## config.mk

```make
export PLATFORM = sky130hd
export DESIGN_NAME = fc8_input_scanner
export DESIGN_NICKNAME = d
export VERILOG_FILES = /design/src/rtl/fc8_input_scanner.sv
export SDC_FILE = /design/constraint.sdc
export NUM_CORES = 1
export LEC_CHECK = 0
export CAP_MARGIN = 15
export CORE_ASPECT_RATIO = 1.75
export CORE_UTILIZATION = 55
export DETAILED_ROUTE_END_ITERATION = 12
export PLACE_DENSITY = 0.73
export SLEW_MARGIN = 0
export SYNTH_ARGS = -nofsm -noshare
export SYNTH_HDL_FRONTEND = slang
export SYNTH_SLANG_ARGS = --single-unit
```

## constraint.sdc

```tcl
create_clock -name clk -period 4.2 [get_ports clk]
set_input_delay 1.05 -clock clk [delete_from_list [all_inputs] [get_ports clk]]
set_output_delay 1.05 -clock clk [all_outputs]
set_load 0.1 [all_outputs]
```

## src/rtl/fc8_input_scanner.sv

```systemverilog
// FC8 input scanner: per-channel polarity, 2-flop sync, debounce, press/release/auto-repeat
// pulses, and a sticky write-one-to-clear event register driving a registered IRQ.
module fc8_input_scanner #(
  parameter int                NUM_CH          = 6,
  parameter int                DEBOUNCE_CYCLES = 50000,
  parameter int                REPEAT_DELAY    = 2500000,
  parameter int                REPEAT_PERIOD   = 500000,
  parameter logic [NUM_CH-1:0] INVERT_MASK     = '0
) (
  input  logic              clk,
  input  logic              rst,
  input  logic [NUM_CH-1:0] raw_in,
  input  logic [NUM_CH-1:0] repeat_en,
  input  logic              evt_clr,
  input  logic [NUM_CH-1:0] evt_clr_mask,
  output logic [NUM_CH-1:0] level,
  output logic [NUM_CH-1:0] press_pulse,
  output logic [NUM_CH-1:0] release_pulse,
  output logic [NUM_CH-1:0] repeat_pulse,
  output logic [NUM_CH-1:0] evt_pending,
  output logic              irq
);

  localparam int DB_W    = $clog2(DEBOUNCE_CYCLES + 1);
  localparam int RPT_MAX = (REPEAT_DELAY > REPEAT_PERIOD) ? REPEAT_DELAY : REPEAT_PERIOD;
  localparam int RPT_W   = $clog2(RPT_MAX + 1);

  localparam logic [DB_W-1:0]  DB_LAST    = DB_W'(DEBOUNCE_CYCLES - 1);
  localparam logic [RPT_W-1:0] DELAY_LAST = RPT_W'(REPEAT_DELAY - 1);
  localparam logic [RPT_W-1:0] PER_LAST   = RPT_W'(REPEAT_PERIOD - 1);

  typedef enum logic {RPT_DELAY, RPT_PERIOD} rpt_state_e;

  logic [NUM_CH-1:0] sync1;
  logic [NUM_CH-1:0] sync2;
  logic [NUM_CH-1:0] clr_bits;

  // Polarity fix-up happens before the first flop so idle-high pins read as released.
  always_ff @(posedge clk) begin
    if (rst) begin
      sync1 <= '0;
      sync2 <= '0;
    end else begin
      sync1 <= raw_in ^ INVERT_MASK;
      sync2 <= sync1;
    end
  end

  for (genvar ch = 0; ch < NUM_CH; ch++) begin : gen_ch
    logic [DB_W-1:0]  db_cnt;
    logic [DB_W-1:0]  db_cnt_next;
    logic             commit;
    logic             lvl_q;
    logic             press_q;
    logic             release_q;
    logic             rpt_q;
    rpt_state_e       state;
    rpt_state_e       state_next;
    logic [RPT_W-1:0] hold_cnt;
    logic [RPT_W-1:0] hold_next;
    logic             fire;

    always_comb begin
      db_cnt_next = '0;
      commit      = 1'b0;
      if (sync2[ch] != lvl_q) begin
        if (db_cnt == DB_LAST) begin
          commit = 1'b1;
        end else begin
          db_cnt_next = db_cnt + DB_W'(1);
        end
      end
    end

    // A press commit happens while lvl_q is still 0, so repeat can never fire with it.
    always_comb begin
      state_next = state;
      hold_next  = hold_cnt;
      fire       = 1'b0;
      if (commit && sync2[ch]) begin
        state_next = RPT_DELAY;
        hold_next  = '0;
      end else if (!lvl_q || !repeat_en[ch]) begin
        state_next = RPT_DELAY;
        hold_next  = '0;
      end else if (state == RPT_DELAY) begin
        if (hold_cnt == DELAY_LAST) begin
          fire       = 1'b1;
          hold_next  = '0;
          state_next = RPT_PERIOD;
        end else begin
          hold_next = hold_cnt + RPT_W'(1);
        end
      end else begin
        if (hold_cnt == PER_LAST) begin
          fire      = 1'b1;
          hold_next = '0;
        end else begin
          hold_next = hold_cnt + RPT_W'(1);
        end
      end
    end

    always_ff @(posedge clk) begin
      if (rst) begin
        db_cnt    <= '0;
        lvl_q     <= 1'b0;
        press_q   <= 1'b0;
        release_q <= 1'b0;
        rpt_q     <= 1'b0;
        state     <= RPT_DELAY;
        hold_cnt  <= '0;
      end else begin
        db_cnt    <= db_cnt_next;
        lvl_q     <= commit ? sync2[ch] : lvl_q;
        press_q   <= commit & sync2[ch];
        release_q <= commit & ~sync2[ch];
        rpt_q     <= fire;
        state     <= state_next;
        hold_cnt  <= hold_next;
      end
    end

    assign level[ch]         = lvl_q;
    assign press_pulse[ch]   = press_q;
    assign release_pulse[ch] = release_q;
    assign repeat_pulse[ch]  = rpt_q;
  end

  assign clr_bits = evt_clr ? evt_clr_mask : '0;

  // New events take priority over a clear landing in the same cycle.
  always_ff @(posedge clk) begin
    if (rst) begin
      evt_pending <= '0;
      irq         <= 1'b0;
    end else begin
      evt_pending <= press_pulse | repeat_pulse | (evt_pending & ~clr_bits);
      irq         <= |evt_pending;
    end
  end

endmodule

```

# [After elaboration in Yosys (flattened, before gate mapping)]
# Index checks and enable logic that the tools add are counted.
[classes] n_addsub=12 eq_ne=24 muxes=55 n_bitwise=28 reduce_logical=37
[ops] op="2-to-1 mux 22 bit" n=18
[ops] op="adder 22 x 1 -> 22 bit (second input constant)" n=6
[ops] op="equality test 22 x 19 -> 1 bit (second input constant)" n=6
[ops] op="equality test 22 bit (second input constant)" n=6
[ops] op="adder 16 x 1 -> 16 bit (second input constant)" n=6
[ops] op="equality test 16 bit (second input constant)" n=6
[ops] op="2-to-1 mux 1 bit" n=36
[ops] op="OR reduction 3 bit" n=12
[ops] op="bitwise AND 1 bit" n=12
[ops] op="zero test 1 bit" n=12
[ops] op="inverter 1 bit" n=12
[ops] op="bitwise OR 6 bit" n=2
[ops] op="bitwise AND 6 bit" n=1
[ops] op="logical AND 1 bit" n=6
[ops] op="logical OR 1 bit" n=6
[ops] op="2-to-1 mux 6 bit" n=1
[ops] op="inequality test 1 bit" n=6
[ops] op="inverter 6 bit" n=1
[ops] op="OR reduction 6 bit" n=1
[word_totals] ff_bits=277 in_bits=21 out_inout_bits=31 elab_cells=202

# [Logic depth before layout (Yosys ltp)]
# Gate-level depths: netlist (run 1).
[logic_depth] ltp_word=5 mapped_depth=7

# [Least setup slack after synthesis (run 1)]
# Ideal clock, no wire load.
[synth_timing] kind="in2reg" from="input rst" to="register gen_ch[0].db_cnt[10]" setup_time_ns=0.128 arrival_ns=1.933 t_required_ns=4.072 path_slack_ns=2.139 cell_stages=5 n_path_buf=2 cell_sequence="clkbuf_1 -> nor2_1 -> o21ai_1 -> clkbuf_1 -> nor2_1"
[synth_between] elab_chain_len=1
[synth_lines] element="start: declaration" line_no="11" rtl="input logic rst,"
[synth_lines] element="OR reduction 3 bit (no source line)"
[synth_lines] element="end signal: assignment" line_no="114" rtl="db_cnt <= db_cnt_next;"
[synth_lines] element="end: declaration" line_no="50" rtl="logic [DB_W-1:0] db_cnt;"
# Every way passes these cells.
# A chain may end at the register's enable or synchronous reset.

# [Final worst setup path (run 1)]
[layout_timing] from="register gen_ch[3].lvl_q" to="output level[3]"
[layout_lines] element="start: declaration" line_no="53" rtl="logic lvl_q;"
[layout_lines] element="start signal: assignment" line_no="115" rtl="lvl_q <= commit ? sync2[ch] : lvl_q;"
[layout_lines] element="end: declaration" line_no="16" rtl="output logic [NUM_CH-1:0] level,"
# No word-level cell between the ends.

==> flow_summary.yaml, run 1 <==
outcome:
  status: "complete, no violations"
synth:
  synth-edff-count: 0
  yosysWarningCount: 0
  syn-mean-instance-area_um2: 9.047
  synthFlopType: "dfxtp_1"
  synth_area_um2: 12360
  synth_cell_types: 52
  ys_async_sr_fraction: 0
  syn-num-nets: 1399
  yosysSeqAreaShare: 0.4487
  synth_seq_cells: 277
  synthCells: 1366
critical_path:
  path_delay_family: "buffers and inverters"
  cp.depth: 1
  crit_chain: "clkdlybuf4s50_1"
  rrSetupSlack_ns: 1.64
  critical_path_buf_inv_count: 1
  timing.rr.start: "gen_ch[2].hold_cnt[13]"
  cp-end-kind: "primary output"
  setup.worst_path.start: "gen_ch[3].lvl_q"
  endpoint: "level[3]"
  cp-start-kind: "flop"
  cp.required_ns: 3.15
  path_max_fanout: 6
  cpMaxStageDelayCell: "clkdlybuf4s50_1"
  rr_worst_depth: 4
  arrival_ns: 2.21
  critPathMaxStageDelay_ns: 1.23
  path_class: "reg -> out"
  reg2reg_to: "gen_ch[2].rpt_q"
power_and_ir_drop:
  p_seq_frac: 0.517
  pwr-share-comb: 0.009
  power.internal_w: 0.004098
  swShare: 0.1966
  switchingPower_w: 0.001003
  clockPowerShare: 0.473
  total_leakage_power_nw: 4.072
  p_per_area_nw_per_um2: 371.2
  max-vdd-ir-drop_mv: 0.3326
sta:
  slew_viol_final: 0
  worst_slack_ns: 0.9399
  finalHoldViolCount: 0
  fin_setup_tns_ns: 0
  slew_headroom: 0.2773
  setup_viol: 0
  rsz0062_at_grt: "no"
  period_minus_slack_ns: 3.260
  worst-slew-pin-transition_ns: 1.081
  max_freq_mhz: 306.7
  clock_skew_ns: 0.008984
  post-route-period-util: 0.7762
drt:
  routed-via-count: 9887
  via_per_inst: 5.885
  wl_met2_mm: 13.35
  wirelength_mm: 25.06
  wirelength_met1_mm: 10.29
  drt_iter0_markers: 459
  drc: 0
  ant_nets: 0
  top_layer_used: "met4"
  dr_wl_met3_um: 924
  avgRoutedWirePerCell_um: 14.91
  drt_pre_antenna_iters: 5
layout:
  utilization: 0.6225
  layout-drive-gt1-share: 0.05202
  syn_to_final_growth_pct: 11.18
  layout.cells.most_common: "dfxtp_1"
  fill_cells: 1897
  final_cell_mix: "dfxtp_1, nor2_1, nor3_1"
  num_antenna_cells: 0
  nets: 1401
  fin_cells: 1680
run:
  drv_cap: 0
clock_network:
  cts_hold_buf: 0
  clock_sinks: 277
  clkLatencyLatePin_ns: 0.53
  path_clk_slew_ns: 0.06
  cts_tree: "done"
  postCtsResizedCells: 0
  clock_path_buffers: 3
  cts_htree_levels: 1
  clockRootBuffer: "clkbuf_16"
  cts_buffers: 26
  post_cts_buffers: 0
global_route:
  grt_overflow_total: 0
  antenna_found_initial: 0
  grt_pass1_wl_mm: 43.53
  grt_util_all_layers: 0.2226
  grt_max_degree: 37
  grt_pass1_vias: 9621
floorplan:
  fp.dieW_um: 115.3
  rows: 72
  initial_core_util: 0.5599
  die-area_um2: 23100
  io_pins: 52
  die_h_um: 200.3
  core_area_um2: 22070
min_path:
  hold_class: "reg -> reg"
place:
  gp_congestion: 0.7770
  placedCellCount: 1636
  io_buffers: 51
  hpwlAfterDp_mm: 17.32
  dp_slack_ns: 1.272
-- registers in the layout, summed over array words and instances, names as in the netlist --
name	cells
gen_ch.state	6
gen_ch.lvl_q	6
gen_ch.hold_cnt	132
gen_ch.press_q	6
evt_pending	6
sync1	6
irq	1
gen_ch.db_cnt	96
gen_ch.rpt_q	6
sync2	6
gen_ch.release_q	6
-- routing by layer --
metal,up-vias,GRT usage
met1,4720,0.2563
met2,147,0.4179
met5,-,0
met3,44,0.02390
li1,4976,-
met4,0,0.06911
-- cell type report --
type / instances / area, um2 / share of cell area
Timing Repair Buffer: 57 / 550.5 / 0.04007
Sequential cell: 277 / 5545 / 0.4036
Clock buffer: 36 / 759.5 / 0.05528
Inverter: 25 / 93.84 / 0.006830
Multi-Input combinational cell: 981 / 6299 / 0.4584
Tap cell: 296 / 370.4 / 0.02696
Clock inverter: 8 / 121.4 / 0.008833
-- cell families (layout without fill, tap and decap cells) --
kind of cell             count (synthesis)  count (layout)  share of synthesized area
AO/OA/AOI/OAI                          153             153                    0.07968
flip-flops                             277             277                     0.4487
adder cells (fa/ha/maj)                 12              12                    0.01215
buffers and inverters                  108             126                    0.04202
multiplexers                            13              13                    0.01053
XOR/XNOR                               141             141                    0.09993
AND/OR/NAND/NOR                        662             662                     0.3070
-- power groups by stage --
stage	Sequential [W]	Combinational, W	Clock (W)
floorplan	0.00270	0.0000221	0
global placement	0.00270	0.0000481	0
detailed placement	0.00270	0.0000483	0
CTS	0.00264	0.0000487	0.00247
global route	0.00264	0.0000524	0.00257
finish	0.00264	0.0000478	0.00241
-- synthesized netlist by cell type (19+ instances only) --
| master | count | share of area |
|---|---|---|
| a211oi_1 | 47 | 0.029 |
| a21oi_1 | 27 | 0.011 |
| and3_1 | 30 | 0.015 |
| and4_1 | 28 | 0.020 |
| buf_4 | 26 | 0.016 |
| clkbuf_1 | 49 | 0.015 |
| dfxtp_1 | 277 | 0.45 |
| inv_1 | 25 | 0.0076 |
| nand2_1 | 62 | 0.019 |
| nand3_1 | 78 | 0.032 |
| nand4_1 | 63 | 0.032 |
| nor2_1 | 108 | 0.033 |
| nor2b_1 | 19 | 0.0096 |
| nor3_1 | 93 | 0.038 |
| nor4_1 | 31 | 0.016 |
| nor4b_1 | 20 | 0.014 |
| o21ai_0 | 45 | 0.018 |
| or3_1 | 50 | 0.025 |
| or4_1 | 21 | 0.013 |
| xnor2_1 | 68 | 0.048 |
| xor2_1 | 73 | 0.052 |
-- stage by stage --
step / hold slack (ns) / cell area, um2 / power (W)
CTS: 0.4468 / 13740 / 0.005154
global placement: 0.4196 / 12860 / 0.002745
global route: 0.4549 / 13740 / 0.005265
detailed placement: 0.4291 / 12860 / 0.002746
floorplan: 0.4138 / 12360 / 0.002718
finish: 0.4442 / 13740 / 0.005100
-- worst min path at each step --
stage	start	to	slack, ns	depth (start not counted)
global placement	sync1[0]	sync2[0]	0.42	1
global route	sync1[5]	sync2[5]	0.45	1
detailed placement	sync1[1]	sync2[1]	0.43	1
finish	sync1[5]	sync2[5]	0.44	1
CTS	sync1[5]	sync2[5]	0.45	1
floorplan	sync1[0]	sync2[0]	0.41	1
(Power assumes the default switching activity.)
==> run 2, diff against run 1 <==
--- a/config.mk
+++ b/config.mk
@@ -9,7 +9,7 @@
 export CORE_ASPECT_RATIO = 1.75
 export CORE_UTILIZATION = 55
 export DETAILED_ROUTE_END_ITERATION = 12
-export PLACE_DENSITY = 0.73
+export PLACE_DENSITY = 0.76
 export SLEW_MARGIN = 0
 export SYNTH_ARGS = -nofsm -noshare
 export SYNTH_HDL_FRONTEND = slang
==> constraint.sdc (replaced) <==
create_clock -name clk -period 2.68 [get_ports clk]
set_input_delay 0.67 -clock clk [delete_from_list [all_inputs] [get_ports clk]]
set_output_delay 0.67 -clock clk [all_outputs]
set_load 0.1 [all_outputs]
==> run 2 against run 1 <==
Compared with the run above:
- first-iteration DRC count down 25%
- design area grew 0.38%
- wire length is 1.3% lower
- core utilization rose by 0.24 points
- highest routed layer unchanged
- clock power up 59%
- sequential share of layout area down 0.15 points
- total power grew 58%
- cell count increased by 0.83%
- sequential power is 56% higher
- register-to-register slack lost 1.2 ns
- sequential cell count unchanged
==> flow_summary.yaml, run 2 (synthesis results as in run 1) <==
floorplan:
  initial_core_util: 0.5599
  core_area_um2: 22070
  fp.dieW_um: 115.3
  rows: 72
  die_h_um: 200.3
  die-area_um2: 23100
  io_pins: 52
drt:
  routed-via-count: 9877
  ant_nets: 0
  via_per_inst: 5.831
  avgRoutedWirePerCell_um: 14.60
  drt_iter0_markers: 343
  wirelength_mm: 24.73
  drc: 0
  drt_pre_antenna_iters: 5
critical_path:
  arrival_ns: 2.58
  path_max_fanout: 14
  cp-end-kind: "flop"
  crit_chain: "or4_1, or4_1, o21ai_2, nor2_1"
  cpMaxStageDelayCell: "or4_1"
  cp.required_ns: 3.06
  cp_common_cell: "or4_1"
  path_class: "reg -> reg"
  cp-start-kind: "flop"
  critPathMaxStageDelay_ns: 0.56
  rrSetupSlack_ns: 0.48
clock_network:
  postCtsResizedCells: 0
  cts_tree: "done"
  cts_htree_levels: 1
  path_clk_slew_ns: 0.07
  clock_path_buffers: 3
  post_cts_buffers: 0
  cts_buffers: 25
  clock_sinks: 277
  clockRootBuffer: "clkbuf_16"
  cts_hold_buf: 0
  clkLatencyLatePin_ns: 0.53
global_route:
  grt_pass1_vias: 9558
  grt_util_all_layers: 0.2174
  grt_pass1_wl_mm: 42.28
  grt_max_degree: 39
  grt_overflow_total: 0
  antenna_found_initial: 0
power_and_ir_drop:
  clockPowerShare: 0.477
  swShare: 0.1954
  power.internal_w: 0.006479
  max-vdd-ir-drop_mv: 0.5071
  total_leakage_power_nw: 4.213
  switchingPower_w: 0.001574
  p_seq_frac: 0.513
  power_w: 0.008053
  pwr-share-comb: 0.009
  p_per_area_nw_per_um2: 583.9
sta:
  max_freq_mhz: 454.6
  worst_slack_ns: 0.4801
  setup_viol: 0
  slew_headroom: 0.3305
  fin_setup_tns_ns: 0
  worst-slew-pin-transition_ns: 0.9976
  clock_skew_ns: 0.01460
  period_minus_slack_ns: 2.200
  finalHoldViolCount: 0
  post-route-period-util: 0.8209
  slew_viol_final: 0
  rsz0062_at_grt: "no"
layout:
  nets: 1414
  largest_register_ffs: 132
  syn_to_final_growth_pct: 11.60
  num_antenna_cells: 0
  fill_cells: 1865
  layout.cells.most_common: "dfxtp_1"
  regMostFlops: "gen_ch.hold_cnt"
  layout-drive-gt1-share: 0.08512
  reg.largest.list: "gen_ch.hold_cnt x132, gen_ch.db_cnt x96"
  final_cell_mix: "dfxtp_1, nor2_1, nor3_1"
outcome:
  status: "complete, no violations"
run:
  drv_cap: 0
place:
  gp_congestion: 0.8347
  hpwlAfterDp_mm: 17.09
  io_buffers: 51
  dp_slack_ns: 0.4930
min_path:
  hold_class: "reg -> reg"
## run 2: final timing paths
kind / from / endpoint / cells past startpoint
worst min-delay path: sync1[1] / sync2[1] / 1
worst max register to register: gen_ch[1].db_cnt[5] / gen_ch[1].db_cnt[12] / 4
worst max-delay path: gen_ch[1].db_cnt[5] / gen_ch[1].db_cnt[12] / 4
worst min register to register: sync1[1] / sync2[1] / 1
## run 2: critical path: cells and delay by family, from the launching register on
kind / cells / cell delay (ns)
compound gates: 1 / 0.49
flops: 1 / 0.35
simple gates: 3 / 1.22
## run 2: power by group through the flow
| stage | Sequential (W) | Combinational (W) | Clock, W |
|---|---|---|---|
| 3_3_place_gp | 0.00423 | 0.0000736 | 0 |
| 2_1_floorplan | 0.00423 | 0.0000347 | 0 |
| 3_5_place_dp | 0.00423 | 0.0000744 | 0 |
| 5_1_grt | 0.00413 | 0.0000808 | 0.00409 |
| 6_report | 0.00413 | 0.0000743 | 0.00384 |
| 4_1_cts | 0.00413 | 0.0000752 | 0.00393 |
## run 2: through the flow
stage,hold slack (ns),instances,cell area (um2),util
after CTS,0.4603,1694,13790,0.6249
after floorplan,0.4138,1366,12360,-
final,0.4547,1694,13790,0.6249
after global routing,0.4661,1694,13790,0.6249
after global placement,0.4319,1650,12900,0.5844
after detailed placement,0.4349,1650,12900,0.5844
## run 2: final cells by class
class	count	area, um2	share of cell area
clock inverter	9	150.1	0.01089
sequential	277	5545	0.4021
inverter	25	93.84	0.006804
multi-input combinational	981	6299	0.4567
tap	296	370.4	0.02685
timing repair buffer	71	590.6	0.04282
clock buffer	35	743.2	0.05389
## run 2: per-layer routing
layer | vias to the layer above | routed length [um] | GRT usage
li1 | 5006 | - | -
met2 | 150 | 13010 | 0.4100
met4 | 0 | 537 | 0.07978
met5 | - | 0 | 0
met3 | 41 | 782 | 0.02663
met1 | 4680 | 10400 | 0.2416
==> run 3, diff against run 2 <==
==> constraint.sdc (replaced) <==
create_clock -name clk -period 1.85 [get_ports clk]
set_input_delay 0.4625 -clock clk [delete_from_list [all_inputs] [get_ports clk]]
set_output_delay 0.4625 -clock clk [all_outputs]
set_load 0.1 [all_outputs]
==> run 3 against run 2 <==
Compared with the run above:
- via count grew 8.1%
- the flow now finishes with violations (setup timing)
- sequential cell count stayed put
- non-clock buffer count is 118 higher
- design area increased by 13%
- total power is 49% higher
- clock skew decreased by 0.0011 ns
- highest routed layer unchanged
- worst hold slack worse by 0.038 ns
==> flow_summary.yaml, run 3 (synthesis results as in run 1) <==
clock_network:
  clockRootBuffer: "clkbuf_16"
  cts_hold_buf: 0
  clkLatencyLatePin_ns: 0.54
  path_clk_slew_ns: 0.07
  clock_sinks: 277
  cts_buffers: 25
  cts_htree_levels: 1
  clock_path_buffers: 3
  cts_tree: "done"
critical_path:
  path_max_fanout: 4
  cp-start-kind: "flop"
  cp.required_ns: 2.29
  path_class: "reg -> reg"
  crit_chain: "or4b_4, or4_4, or2_4, nor4b_2"
  rr_worst_depth: 4
  rrSetupSlack_ns: -0.13
  reg2reg_to: "gen_ch[4].release_q"
  arrival_ns: 2.42
  setup.worst_path.start: "gen_ch[4].db_cnt[7]"
  path_delay_family: "simple AND/OR/NAND/NOR gates"
  endpoint: "gen_ch[4].release_q"
  critPathMaxStageDelay_ns: 0.56
  cpMaxStageDelayCell: "or4_4"
  critical_path_buf_inv_count: 0
  timing.rr.start: "gen_ch[4].db_cnt[7]"
  cp-end-kind: "flop"
  cp.depth: 4
outcome:
  status: "finished with violations"
  violations: "setup timing"
drt:
  drt_iter0_markers: 529
  drt_pre_antenna_iters: 5
  avgRoutedWirePerCell_um: 15.74
  ant_nets: 0
  wirelength_mm: 28.54
  drc: 0
  via_per_inst: 5.885
  routed-via-count: 10675
place:
  gp_congestion: 0.8539
  placed_area_um2: 14200
  dp_slack_ns: -0.1158
  hpwlAfterDp_mm: 19.23
  io_buffers: 51
global_route:
  grt_pass1_vias: 10645
  grt_util_all_layers: 0.2418
  grt_max_degree: 31
  grt_overflow_total: 0
  grt_pass1_wl_mm: 46.86
  antenna_found_initial: 0
layout:
  reg.largest.list: "gen_ch.hold_cnt x132, gen_ch.db_cnt x96"
  syn_to_final_growth_pct: 25.97
  layout.cells.most_common: "dfxtp_1"
  largest_register_ffs: 132
  fill_cells: 1550
  nets: 1533
  layout-drive-gt1-share: 0.2042
  final_cell_mix: "dfxtp_1, buf_4, nor2_1"
  final_area_um2: 15570
  regMostFlops: "gen_ch.hold_cnt"
  utilization: 0.7053
  num_antenna_cells: 0
sta:
  setup_viol: 38
  slew_viol_final: 0
  worst-slew-pin-transition_ns: 0.5713
  clock_skew_ns: 0.01352
  post-route-period-util: 1.069
  period_minus_slack_ns: 1.978
  max_freq_mhz: 505.5
  slew_headroom: 0.6191
  rsz0062_at_grt: "yes"
  worst_slack_ns: -0.1282
  finalHoldViolCount: 0
power_and_ir_drop:
  total_leakage_power_nw: 5.002
  power_w: 0.01200
  switchingPower_w: 0.002422
  p_seq_frac: 0.499
  swShare: 0.2018
  max-vdd-ir-drop_mv: 0.6552
  clockPowerShare: 0.491
  power.internal_w: 0.009578
  pwr-share-comb: 0.011
  p_per_area_nw_per_um2: 770.8
floorplan:
  rows: 72
  io_pins: 52
  die_h_um: 200.3
  die-area_um2: 23100
  core_area_um2: 22070
  fp.dieW_um: 115.3
  initial_core_util: 0.5599
run:
  drv_cap: 0
min_path:
  hold_class: "in -> reg"
[run 3: cell count changes in the layout (fill, tap and decap cells not counted), sizes merged]
cell,previous run,this run
clkinvlp,2,4
inv,25,29
bufinv,4,7
buf,52,169
clkbuf,35,28
or4,24,25
[run 3: final cells by class]
type,count,area [um2],area share
Sequential cell,277,5578,0.3583
Inverter,25,93.84,0.006028
Clock buffer,27,643.1,0.04131
Clock inverter,18,297.8,0.01913
Timing Repair Buffer,189,1987,0.1276
Multi-Input combinational cell,982,6598,0.4238
Tap cell,296,370.4,0.02379
[run 3: repair_timing]
item,CTS,global route
pin swaps,2,27
setup endpoints to repair,85,119
hold endpoints to repair,0,0
setup buffers,0,10
gates resized for setup,14,70
gates cloned,1,3
[run 3: metal layers]
metal	track usage	vias to the layer above	share of wire
met2	0.4683	235	0.55
met4	0.09508	0	0.029
li1	-	5251	-
met5	0	-	0
met1	0.2528	5116	0.39
met3	0.03268	73	0.038
[run 3: metrics by stage]
stage | cells | hold slack, ns | TNS (ns)
global placement | 1755 | 0.4225 | -0.2804
CTS | 1801 | 0.4042 | -1.148
floorplan | 1366 | 0.4138 | -0.2297
detailed placement | 1755 | 0.4285 | -3.162
global route | 1814 | 0.4270 | -3.062
finish | 1814 | 0.4165 | -1.596
[run 3: power groups by stage]
| stage | Clock [W] | Sequential (W) | Combinational [W] |
|---|---|---|---|
| after detailed placement | 0 | 0.00612 | 0.000125 |
| after floorplan | 0 | 0.00612 | 0.0000526 |
| after global placement | 0 | 0.00612 | 0.000123 |
| final | 0.00589 | 0.00598 | 0.000131 |
| after global routing | 0.00624 | 0.00598 | 0.000141 |
| after CTS | 0.00601 | 0.00598 | 0.000127 |
[run 3: worst min path at each step]
stage,cells after the start,start,slack [ns],endpoint
floorplan,1,sync1[0],0.41,sync2[0]
global placement,1,sync1[0],0.42,sync2[0]
detailed placement,1,sync1[0],0.43,sync2[0]
CTS,2,rst,0.40,gen_ch[3].lvl_q
global route,2,rst,0.43,gen_ch[3].lvl_q
finish,2,rst,0.42,gen_ch[3].lvl_q
==> patch (flow settings as in run 3) <==
Change the parameter `NUM_CH` from 6 to 5.
--- a/src/rtl/fc8_input_scanner.sv
+++ b/src/rtl/fc8_input_scanner.sv
@@ -2,5 +2,5 @@
 // pulses, and a sticky write-one-to-clear event register driving a registered IRQ.
 module fc8_input_scanner #(
-  parameter int                NUM_CH          = 6,
+  parameter int                NUM_CH          = 5,
   parameter int                DEBOUNCE_CYCLES = 50000,
   parameter int                REPEAT_DELAY    = 2500000,
Ports: changed (8 resized); port bits go from 52 to 44. The function was not compared with the original's and may differ.
==> patch against run 3 <==
  * Largest power group unchanged
  * Non-clock buffer count grew 12
  * Count of clock-buffer cells in the layout grew 9
  * The run still ends with setup timing left
  * Cell area shrank 14%
  * Total power shrank 17%
  * Area after synthesis shrank 17%
  * Die area shrank 16%
  * Global-route usage grew 0.34 points
  * Clock power shrank 17%
  * Sequential cell count shrank 46
  * Worst setup slack gained 68 ps
  * Routed wire length shrank 15%
  * Fmax grew 3.6%
==> patch: results (changes against run 3) <==
| Metric | Value |
|---|---|
| Status | finished with violations |
| Failing checks | setup timing |
| Syn nets | 1168 (-17%) |
| Largest net degree at the start of global routing | 25 (-19%) |
| Post-synth ARST share | 0% (unchanged) |
| Arrival @ worst endpoint | 2330 ps (-90 ps) |
| Fin nets | 1327 (-13%) |
| Worst r2r src | gen_ch[1].hold_cnt[0] |
| R2R cell count | 5 (+1) |
| Latest clock arrival within the worst-skew pair | 510 ps (-30 ps) |
| Compound-Gate Fraction of Synth Area | 7.406% (-0.56 points) |
| Dominant synthesized flop cell | dfxtp_1 |
| N_diodes | 0 (unchanged) |
| WL met1 | 9566 um (-13%) |
| Final Skew | 6.495 ps (-7.027 ps) |
| Yosys warning count | 0 (unchanged) |
| Via density | 5.857 (-0.47%) |
| Vias in the first global route | 8933 (-16%) |
| First-pass GRT wire length | 39740 um (-15%) |
| Post-synthesis xor/xnor area fraction | 10.37% (+0.37 points) |
| Fin worst setup slack | -60.18 ps (+68.05 ps) |
| Routability cong. | 0.8235 (-3.6%) |
| Hold Crit Depth | 1 (-1) |
| H-Tree Depth | 1 (unchanged) |
| Clock root cell | clkbuf_16 |
| Initial antenna violation count | 0 (unchanged) |
| Total global-route track usage | 24.52% (+0.34 points) |
| Drt total wl | 24160 um (-15%) |
| Adder-cell share of the synthesized area | 1.214% (about the same) |
| Layout cells sized above 1 | 24.96% (+4.5 points) |
| DR WL met2 | 13250 um (-15%) |
| Finish-stage setup viols | 3 (-92%) |
| HPWL after detailed placement | 15890 um (-17%) |
| Hold Startpoint | gen_ch[2].hold_cnt[0] |
| Synth area leaders | dfxtp_1 45%, xnor2_1 6.2%, nor3_1 4.3%, xor2_1 4.2%, nor2_1 3.7% |
| CTS max path bufs | 3 (unchanged) |
| Top sig layer | met4 |
| FILL cells | 1247 (-20%) |
| Max FO, Critical Path | 5 (+1) |
| Crit path launch type | flop |
| Placed cell count | 1493 (-15%) |
| CTS buffer count | 22 (-12%) |
| Peak VDD IR | 0.0007706 V (+18%) |
| DR WL/cell | 15.60 um (-0.83%) |
| Mux cell area share after synthesis | 1.165% (+0.11 points) |
| Registers with the most flip-flops | gen_ch.hold_cnt: 110 flops, gen_ch.db_cnt: 80 flops |
| Hold Path Class | flop to flop |
| Top cells by count, synth | 231 x dfxtp_1, 102 x nor2_1, 89 x nor3_1, 73 x xnor2_1 |
| Port Buf Inserts | 43 (-16%) |
| Slew @ Worst Pin | 417.1 ps (-154.2 ps) |
| Cells after Synth | 1140 (-17%) |
| Metal3 WL | 802 um (-25%) |
| Synth cell types | 51 (-1.9%) |
| Leak | 4.389 nW (-12%) |
| Reg clk slew, reported paths | 60 ps |
| DRT Pass-1 Iters | 5 (unchanged) |
| Sequential area share after synthesis | 44.87% (about the same) |
| DRT iter0 DRCs | 430 (-19%) |
patch: final timing paths:
check | endpoint | slack [ps]
setup reg to reg | gen_ch[1].hold_cnt[18] | -60
setup / recovery | gen_ch[1].hold_cnt[18] | -60
hold / removal | gen_ch[2].hold_cnt[0] | 420
hold reg to reg | gen_ch[2].hold_cnt[0] | 420
patch: critical path: stages (launching register included):
cell and delay [ps]:
dfxtp_4 370, ha_4 140, nand3_2 80, or4_4 550, or4_4 500, a211oi_2 200
patch: timing repair:
action                                  4_1_cts  5_1_grt
endpoints found under the setup margin       35       99
buffers inserted                              4       12
pin swaps                                    11       14
gates resized for setup                      16       57
patch: cells by family after synthesis:
| group | after synthesis |
|---|---|
| AOI/OAI and AO/OA | 115 |
| xor gates and xnor gates | 122 |
| adders and majority gates | 10 |
| buffers and inverters | 85 |
| DFF | 231 |
| muxes | 12 |
| and+or+nand+nor | 565 |
patch: final cells by class:
class,instances,area share (%)
Clock inverter,3,0.4852
Multi-Input combinational cell,824,41.67
Timing Repair Buffer,201,14.81
Sequential cell,231,34.84
Inverter,19,0.5319
Clock buffer,36,5.477
Tap cell,234,2.183
patch: layer usage:
metal / vias up / global-route usage, %
li1: 4456 / -
met1: 4377 / 25.91
met2: 186 / 48.58
met3: 48 / 3.092
met4: 0 / 8.732
met5: - / 0
patch: where the power goes:
part	leakage, nW	switching, mW	internal (mW)
logic	2.11	0.0487	0.0622
clock network	0.397	1.90	2.98
registers	1.88	0.0109	4.98
total	4.39	1.96	8.02
patch: metrics by stage:
step                      area [um2]  setup TNS (ps)  utilization (%)  worst slack (ps)  hold WS [ps]
final                          13410          -95.14            73.61            -60.18         422.9
after global routing           13410          -552.4            73.61            -132.5         438.3
after CTS                      13120          -39.89            72.01            -30.95         453.8
after detailed placement       12210           -1148            67.05            -130.2         433.3
after global placement         12210          -292.4            67.05            -85.82         420.1
after floorplan                10470          -88.62                -            -38.79         413.2
